==> src/rtl/filter_mul_pkg.sv <==
// Shared constants and saturation limits for the filter multiplier.
// Latency: none (package only).
// Backpressure: not applicable.
package filter_mul_pkg;

    localparam int ACC_GUARD     = 8;
    localparam int NUM_STAGE_MIN = 1;
    localparam int NUM_STAGE_MAX = 8;
    // Wide enough for the largest accumulator (32+32+8) plus sign headroom.
    localparam int SAT_W         = 80;

    function automatic logic signed [SAT_W-1:0] sat_limit(
        input int   width,
        input logic is_signed,
        input logic upper
    );
        logic signed [SAT_W-1:0] one;
        one = {{(SAT_W-1){1'b0}}, 1'b1};
        if (is_signed) begin
            if (upper) return (one <<< (width - 1)) - one;
            return -(one <<< (width - 1));
        end
        if (upper) return (one <<< width) - one;
        return '0;
    endfunction

endpackage

==> src/rtl/filter_mul_pipe_core.sv <==
// Full-width multiplier with a valid/last-tagged register pipeline.
// Latency: NUM_STAGE cycles from accepted operands to prod_dat.
// Backpressure: every stage holds while en is low.
module filter_mul_pipe_core
    import filter_mul_pkg::*;
#(
    parameter int A_W       = 8,
    parameter int B_W       = 22,
    parameter int A_SIGNED  = 0,
    parameter int B_SIGNED  = 0,
    parameter int NUM_STAGE = 3
) (
    input  logic               core_clk,
    input  logic               arst_n,
    input  logic               en,
    input  logic               in_vld,
    input  logic               in_last,
    input  logic [A_W-1:0]     a_dat,
    input  logic [B_W-1:0]     b_dat,
    output logic               out_vld,
    output logic               out_last,
    output logic [A_W+B_W-1:0] prod_dat,
    output logic               any_vld
);
    localparam int P_W = A_W + B_W;

    logic [P_W-1:0]       a_ext;
    logic [P_W-1:0]       b_ext;
    logic [P_W-1:0]       prod_now;
    logic [P_W-1:0]       prod_q [NUM_STAGE];
    logic [NUM_STAGE-1:0] vld_q;
    logic [NUM_STAGE-1:0] last_q;

    // Extending both operands to the product width makes a plain modular
    // multiply correct for any mix of signed and unsigned operands.
    assign a_ext    = {{B_W{(A_SIGNED != 0) && a_dat[A_W-1]}}, a_dat};
    assign b_ext    = {{A_W{(B_SIGNED != 0) && b_dat[B_W-1]}}, b_dat};
    assign prod_now = a_ext * b_ext;

    always_ff @(posedge core_clk or negedge arst_n) begin
        if (!arst_n) begin
            vld_q  <= '0;
            last_q <= '0;
            for (int i = 0; i < NUM_STAGE; i++) prod_q[i] <= '0;
        end else if (en) begin
            vld_q[0]  <= in_vld;
            last_q[0] <= in_vld && in_last;
            prod_q[0] <= prod_now;
            for (int i = 1; i < NUM_STAGE; i++) begin
                vld_q[i]  <= vld_q[i-1];
                last_q[i] <= last_q[i-1];
                prod_q[i] <= prod_q[i-1];
            end
        end
    end

    assign out_vld  = vld_q[NUM_STAGE-1];
    assign out_last = last_q[NUM_STAGE-1];
    assign prod_dat = prod_q[NUM_STAGE-1];
    assign any_vld  = |vld_q;

endmodule

==> src/rtl/filter_mul_pipe.sv <==
// Pipelined multiplier / multiply-accumulator with truncate or saturate output.
// Latency: NUM_STAGE cycles (NUM_STAGE+1 after din_last in accumulate mode).
// Backpressure: whole pipeline stalls while dout_valid && !dout_ready; din_ready mirrors advance.
module filter_mul_pipe
    import filter_mul_pkg::*;
#(
    parameter int DIN0_WIDTH  = 8,
    parameter int DIN1_WIDTH  = 22,
    parameter int DOUT_WIDTH  = 29,
    parameter int NUM_STAGE   = 3,
    parameter int DIN0_SIGNED = 0,
    parameter int DIN1_SIGNED = 0,
    parameter int SATURATE    = 0,
    parameter int ACC_EN      = 0
) (
    input  logic                  ap_clk,
    input  logic                  ap_rst_n,
    input  logic [DIN0_WIDTH-1:0] din0,
    input  logic [DIN1_WIDTH-1:0] din1,
    input  logic                  din_last,
    input  logic                  din_valid,
    output logic                  din_ready,
    output logic [DOUT_WIDTH-1:0] dout,
    output logic                  dout_valid,
    input  logic                  dout_ready,
    output logic                  busy
);
    localparam int   P_W      = DIN0_WIDTH + DIN1_WIDTH;
    localparam int   ACC_W    = P_W + ACC_GUARD;
    localparam int   NS       = (NUM_STAGE < NUM_STAGE_MIN) ? NUM_STAGE_MIN :
                                (NUM_STAGE > NUM_STAGE_MAX) ? NUM_STAGE_MAX : NUM_STAGE;
    localparam logic SGN_MODE = (DIN0_SIGNED != 0) || (DIN1_SIGNED != 0);
    localparam logic signed [SAT_W-1:0] SAT_HI = sat_limit(DOUT_WIDTH, SGN_MODE, 1'b1);
    localparam logic signed [SAT_W-1:0] SAT_LO = sat_limit(DOUT_WIDTH, SGN_MODE, 1'b0);

    logic                    adv;
    logic                    core_vld;
    logic                    core_last;
    logic                    core_any;
    logic [P_W-1:0]          core_prod;
    logic [ACC_W-1:0]        prod_ext;
    logic [ACC_W-1:0]        sum_w;
    logic signed [SAT_W-1:0] sat_ext;
    logic [DOUT_WIDTH-1:0]   sat_dat;
    logic                    acc_busy;

    assign adv       = !dout_valid || dout_ready;
    assign din_ready = adv;

    filter_mul_pipe_core #(
        .A_W       (DIN0_WIDTH),
        .B_W       (DIN1_WIDTH),
        .A_SIGNED  (DIN0_SIGNED),
        .B_SIGNED  (DIN1_SIGNED),
        .NUM_STAGE (NS)
    ) u_core (
        .core_clk (ap_clk),
        .arst_n   (ap_rst_n),
        .en       (adv),
        .in_vld   (din_valid),
        .in_last  (din_last && (ACC_EN != 0)),
        .a_dat    (din0),
        .b_dat    (din1),
        .out_vld  (core_vld),
        .out_last (core_last),
        .prod_dat (core_prod),
        .any_vld  (core_any)
    );

    assign prod_ext = {{ACC_GUARD{SGN_MODE && core_prod[P_W-1]}}, core_prod};

    always_comb begin
        sat_ext = {{(SAT_W-ACC_W){SGN_MODE && sum_w[ACC_W-1]}}, sum_w};
        sat_dat = sum_w[DOUT_WIDTH-1:0];
        if (SATURATE != 0) begin
            if (sat_ext > SAT_HI)      sat_dat = SAT_HI[DOUT_WIDTH-1:0];
            else if (sat_ext < SAT_LO) sat_dat = SAT_LO[DOUT_WIDTH-1:0];
        end
    end

    if (ACC_EN != 0) begin : g_acc
        logic [ACC_W-1:0]      acc_q;
        logic                  acc_open_q;
        logic                  out_vld_q;
        logic [DOUT_WIDTH-1:0] out_dat_q;

        assign sum_w = acc_q + prod_ext;

        // The closing beat clears the accumulator in the same cycle it
        // emits the sum, so the next group can start immediately.
        always_ff @(posedge ap_clk or negedge ap_rst_n) begin
            if (!ap_rst_n) begin
                acc_q      <= '0;
                acc_open_q <= 1'b0;
                out_vld_q  <= 1'b0;
                out_dat_q  <= '0;
            end else if (adv) begin
                out_vld_q <= core_vld && core_last;
                if (core_vld) begin
                    if (core_last) begin
                        out_dat_q  <= sat_dat;
                        acc_q      <= '0;
                        acc_open_q <= 1'b0;
                    end else begin
                        acc_q      <= sum_w;
                        acc_open_q <= 1'b1;
                    end
                end
            end
        end

        assign dout_valid = out_vld_q;
        assign dout       = out_dat_q;
        assign acc_busy   = acc_open_q;
    end else begin : g_direct
        logic last_unused;

        assign last_unused = core_last;
        assign sum_w       = prod_ext;
        assign dout_valid  = core_vld;
        assign dout        = sat_dat;
        assign acc_busy    = 1'b0;
    end

    assign busy = core_any || dout_valid || acc_busy;

endmodule

==> config.mk <==
export PLATFORM = sky130hd
export DESIGN_NAME = filter_mul_pipe
export DESIGN_NICKNAME = d
export VERILOG_FILES = /design/src/rtl/filter_mul_pkg.sv /design/src/rtl/filter_mul_pipe_core.sv /design/src/rtl/filter_mul_pipe.sv
export SDC_FILE = /design/constraint.sdc
export NUM_CORES = 1
export LEC_CHECK = 0
export ABC_AREA = 1
export BUFFER_PORTS_ARGS = -buffer_cell sky130_fd_sc_hd__buf_2
export CORE_MARGIN = 3
export CORE_UTILIZATION = 57
export CTS_BUF_LIST = sky130_fd_sc_hd__clkbuf_16
export CTS_CLUSTER_SIZE = 12
export DETAILED_ROUTE_END_ITERATION = 16
export PLACE_DENSITY = 0.88
export SLEW_MARGIN = 20
export SYNTH_ARGS = -nofsm -noshare
export SYNTH_HDL_FRONTEND = slang
export SYNTH_HIERARCHICAL = 1
export SYNTH_SLANG_ARGS = --single-unit
export TNS_END_PERCENT = 1
==> constraint.sdc <==
create_clock -name ap_clk -period 1.15 [get_ports ap_clk]
set_input_delay 0.0575 -clock ap_clk [delete_from_list [all_inputs] [get_ports ap_clk]]
set_output_delay 0.0575 -clock ap_clk [all_outputs]
set_load 0.02 [all_outputs]
[Yosys cells after proc, flatten, opt, wreduce, memory -nomap -nowiden]
Cells that the tools add are included.
Widths: inputs -> output; s select.
Storage, ports and cells
  output and inout bits: 32
  input port bits: 35
  flip-flop bits (word level): 90
  word-level logic and storage cells: 9
Operators by class
  multipliers: 1
  reductions and logical operators: 4
Operators with widths (number)
  $mul 8x22->29: 1
  $reduce_or 3->1: 1
  $logic_or 1x1->1: 2
  $logic_not 1->1: 1

[Depth between registers and ports, before layout]
  depth after elaboration: 2
  gate-level depth with buffers: 23
  depth with buffers taken out: 22

[Cells and area by module]
Netlist, hierarchy kept.
By module, submodules not included
  filter_mul_pipe_core: sequential area each 2402.3 um^2, area each 10224.8 um^2, times used 1, cells an instance 1421
  filter_mul_pipe: sequential area each 0.0 um^2, area each 22.5 um^2, times used 1, cells an instance 6

[Worst setup path before layout]
OpenSTA, ideal clock, no wires.
  path kind: input-to-reg
  from: input din0[7]
  to: register u_core/prod_q[85] in the netlist's numbering
  data arrival time: 3.653 ns
  library setup time: 0.117 ns
  path buffers: 1
  slack: -2.620 ns
  stages on the path: 19
  path through: clkbuf_1 nand2_1 fa_1 inv_1 fa_1 fa_1 inv_1 fa_1 inv_1 ha_1 nand2_1 nor2_2 nand2_1 nor2_1 nand2_1 nand3_1 nand2_1 nand3_1 nand2_1
Between the ends
  word-level cells in the longest chain between the ends: 1
Ends and longest elaborated chain
  from (decl): RTL line filter_mul_pipe.sv:18  | input logic [DIN0_WIDTH-1:0] din0,
  $mul 8x22->29: RTL line filter_mul_pipe_core.sv:38  | assign prod_now = a_ext * b_ext;
  to (signal, indexed assignment): RTL line filter_mul_pipe_core.sv:52  | prod_q[i] <= prod_q[i-1];
  to (decl): RTL line filter_mul_pipe_core.sv:30  | logic [P_W-1:0] prod_q [NUM_STAGE];
No other way between the ends.
A chain may end at the register's enable or synchronous reset.

[Worst setup path in the final report]
  from: input din0[7]
  to: register u_core/prod_q[88] in the netlist's numbering
Same word-level chain as after synthesis.

==> flow_summary.yaml <==
power_and_ir_drop:
  internal_power_mw: 16.9
  switching_share_pct: 49.3
  ir_worst_vdd_mv: 1.27
  power_frac_comb_pct: 74.1
  power_switching_mw: 16.5
  clkPwrFrac_pct: 8.7
  power.total_mw: 33.4
  power.density_nw_per_um2: 2800
  seq_power_share_pct: 17.1
  p_leak_nw: 7.24
route:
  drc: 0
  drtPass1Iterations: 5
  drt.antenna.violating_nets: 0
  wl_per_cell_um: 14.9
  via_per_inst: 5.21
  vias: 8815
  wirelength_um: 25100
  drt_iter0_drc: 667
sta:
  setup_viol: 28
  rsz0062_at_grt: "true"
  post-route-period-util_pct: 309
  setup_ws_ns: -2.40
  max_slew_margin_pct: 79.5
  finClkSkew_ns: 0.00572
  drv_slew: 0
  hold_viol: 0
  min_period_ns: 3.55
  fmax_ghz: 0.281
  setup-tns-final_ns: -53.94
  worst_slew_pin_slew_ns: 0.308
setup_path:
  crit_fanout: 7
  timing.rr.end: "u_core/prod_q[42]$_DFFE_PN0P_"
  path_buf_inv: 4
  arrival_ns: 3.78
  cp_cell_sequence: "buf_8, buf_16, buf_6, nand2_2, inv_2, fa_1, fa_1, fa_2, fa_2, ha_4, nand2_4, nor2_4, nand2_1, nor2_1, nand2_2, nand3_1, nand2_1, nand3_2, nand2_2"
  start_kind: "primary input"
  reg2reg_slack_ns: 0
  critPathCaptureType: "flop"
  rr_worst_depth: 5
  critical_path.slowest_cell: "fa_2"
  rr_startpoint: "u_core/vld_q[2]$_DFFE_PN0P_"
  crit_top_cell: "nand2_2"
  crit_type: "primary input to flop"
  path_delay_family: "adder cells"
  required_ns: 1.38
  cp_slowest_stage_delay_ns: 0.63
cells_and_area:
  layout-drive-gt1-share_pct: 21.2
  final_net_count: 1673
  synthToLayoutAreaGrowth_pct: 20.3
  fin_area_um2: 11900
  diodes: 0
  postLayoutCoreUtil_pct: 71.0
  fin_cells: 1693
clocking:
  clk_latency_ns: 0.34
  cts_max_path_buffers: 2
  htree_levels: 3
  cts_sinks: 90
  cts-buffers-inserted: 9
  cts_root_buf: "clkbuf_16"
  cts_tree: "done"
  path_clk_slew_ns: 0.06
global_routing:
  antenna_found_initial: 0
  grt_max_degree: 50
  grt_pass1_vias: 9423
  grt_pass1_wl_um: 42600
  grt-ovfl-total: 0
  grt.total_usage_pct: 28.2
placement:
  gp_congestion: 0.923
  placedCellCount: 1666
  dp_hpwl_um: 18100
  port_buffers: 65
  placed_cell_area_um2: 11000
logic_synthesis:
  synthCells: 1383
  syn_nets: 1588
  synth.avg_cell_area_um2: 7.17
  ys_warn_count: 6
  syn_area_um2: 9920
min_path:
  hold_start: "din1[0]"
  min_delay_worst_endpoint: "u_core/prod_q[60]$_DFFE_PN0P_"
  holdPathStages: 4
  hp-class: "primary input to flop"
job:
  maxCapViolCount: 0
floorplanning:
  dieArea_um2: 19000
  fp.dieW_um: 138
  die_height_um: 138
  core-area_um2: 16800
  boundaryPins: 67
  initial_core_util_pct: 59.0
  rows: 47
outcome:
  violations: "negative setup slack"
  status: "finished, violations left"
state kept, by name (all words and copies together), names as in the netlist:
register,flops
u_core/prod_q,58
u_core/prod_dat,29
u_core/vld_q,3
worst reg2reg max path: stages (launching register included):
cell and delay (ns):
dfrtp_1 0.40, nand2_4 0.10, inv_2 0.15, buf_12 0.20
nand2_1 0.10, o21ai_0 0.10
metal layers:
layer | global-route usage (%) | share of wire (%) | vias up
li1 | - | - | 4075
met1 | 32.5 | 36 | 4243
met2 | 50.4 | 52 | 366
met3 | 4.72 | 6.0 | 131
met4 | 14.2 | 5.5 | 0
met5 | 0 | 0 | -
layout by cell type (no fill, tap or decap), drive strengths merged, types with 4 or more instances in the layout:
master / n
nand2: 555
inv: 346
buf: 159
fa: 120
dfrtp: 90
ha: 50
nand3: 41
nor2: 34
o21ai: 25
a21oi: 12
clkbuf: 10
nand4: 6
xnor2: 5
xor2: 4
or2: 4
layout make-up:
cell class,instances,area [µm²]
Multi-Input combinational cell,861,6460
Clock inverter,7,75.1
Inverter,344,1290
Sequential cell,90,2250
Tap cell,220,275
Timing Repair Buffer,162,1360
Clock buffer,9,225
Fill cell,1191,4880
power groups by stage:
stage	Clock, mW	Sequential [mW]	Combinational [mW]
global placement	0	5.64	20.6
floorplan	0	5.48	15.7
finish	2.92	5.71	24.7
global route	3.11	5.85	27.2
CTS	2.96	5.69	23.5
detailed placement	0	5.69	21.3
worst max path at each step:
stage	depth (start not counted)	startpoint	slack [ns]	to
6_report	19	din0[7]	-2.40	u_core/prod_q[88]$_DFFE_PN0P_
3_5_place_dp	18	din0[4]	-2.86	u_core/prod_q[88]$_DFFE_PN0P_
2_1_floorplan	19	din0[5]	-2.26	u_core/prod_q[82]$_DFFE_PN0P_
5_1_grt	21	din1[19]	-2.47	u_core/prod_q[88]$_DFFE_PN0P_
3_3_place_gp	17	din0[4]	-2.74	u_core/prod_q[84]$_DFFE_PN0P_
4_1_cts	20	din0[7]	-2.27	u_core/prod_q[88]$_DFFE_PN0P_
stage by stage:
stage	hold WS, ns	setup WS (ns)
5_1_grt	0.168	-2.47
6_report	0.133	-2.40
4_1_cts	0.139	-2.27
2_1_floorplan	-0.238	-2.26
3_5_place_dp	-0.0329	-2.86
3_3_place_gp	-0.0338	-2.74
repair_timing:
item                                    CTS  global route
cloned                                    2             0
endpoints found under the setup margin   30            32
gates resized for setup                 102            35
hold buffers                              2             0
hold endpoints to repair                 91             0
buffers inserted                          7             0
pin swaps                                44            23
Power figures use the tool's default switching activity.
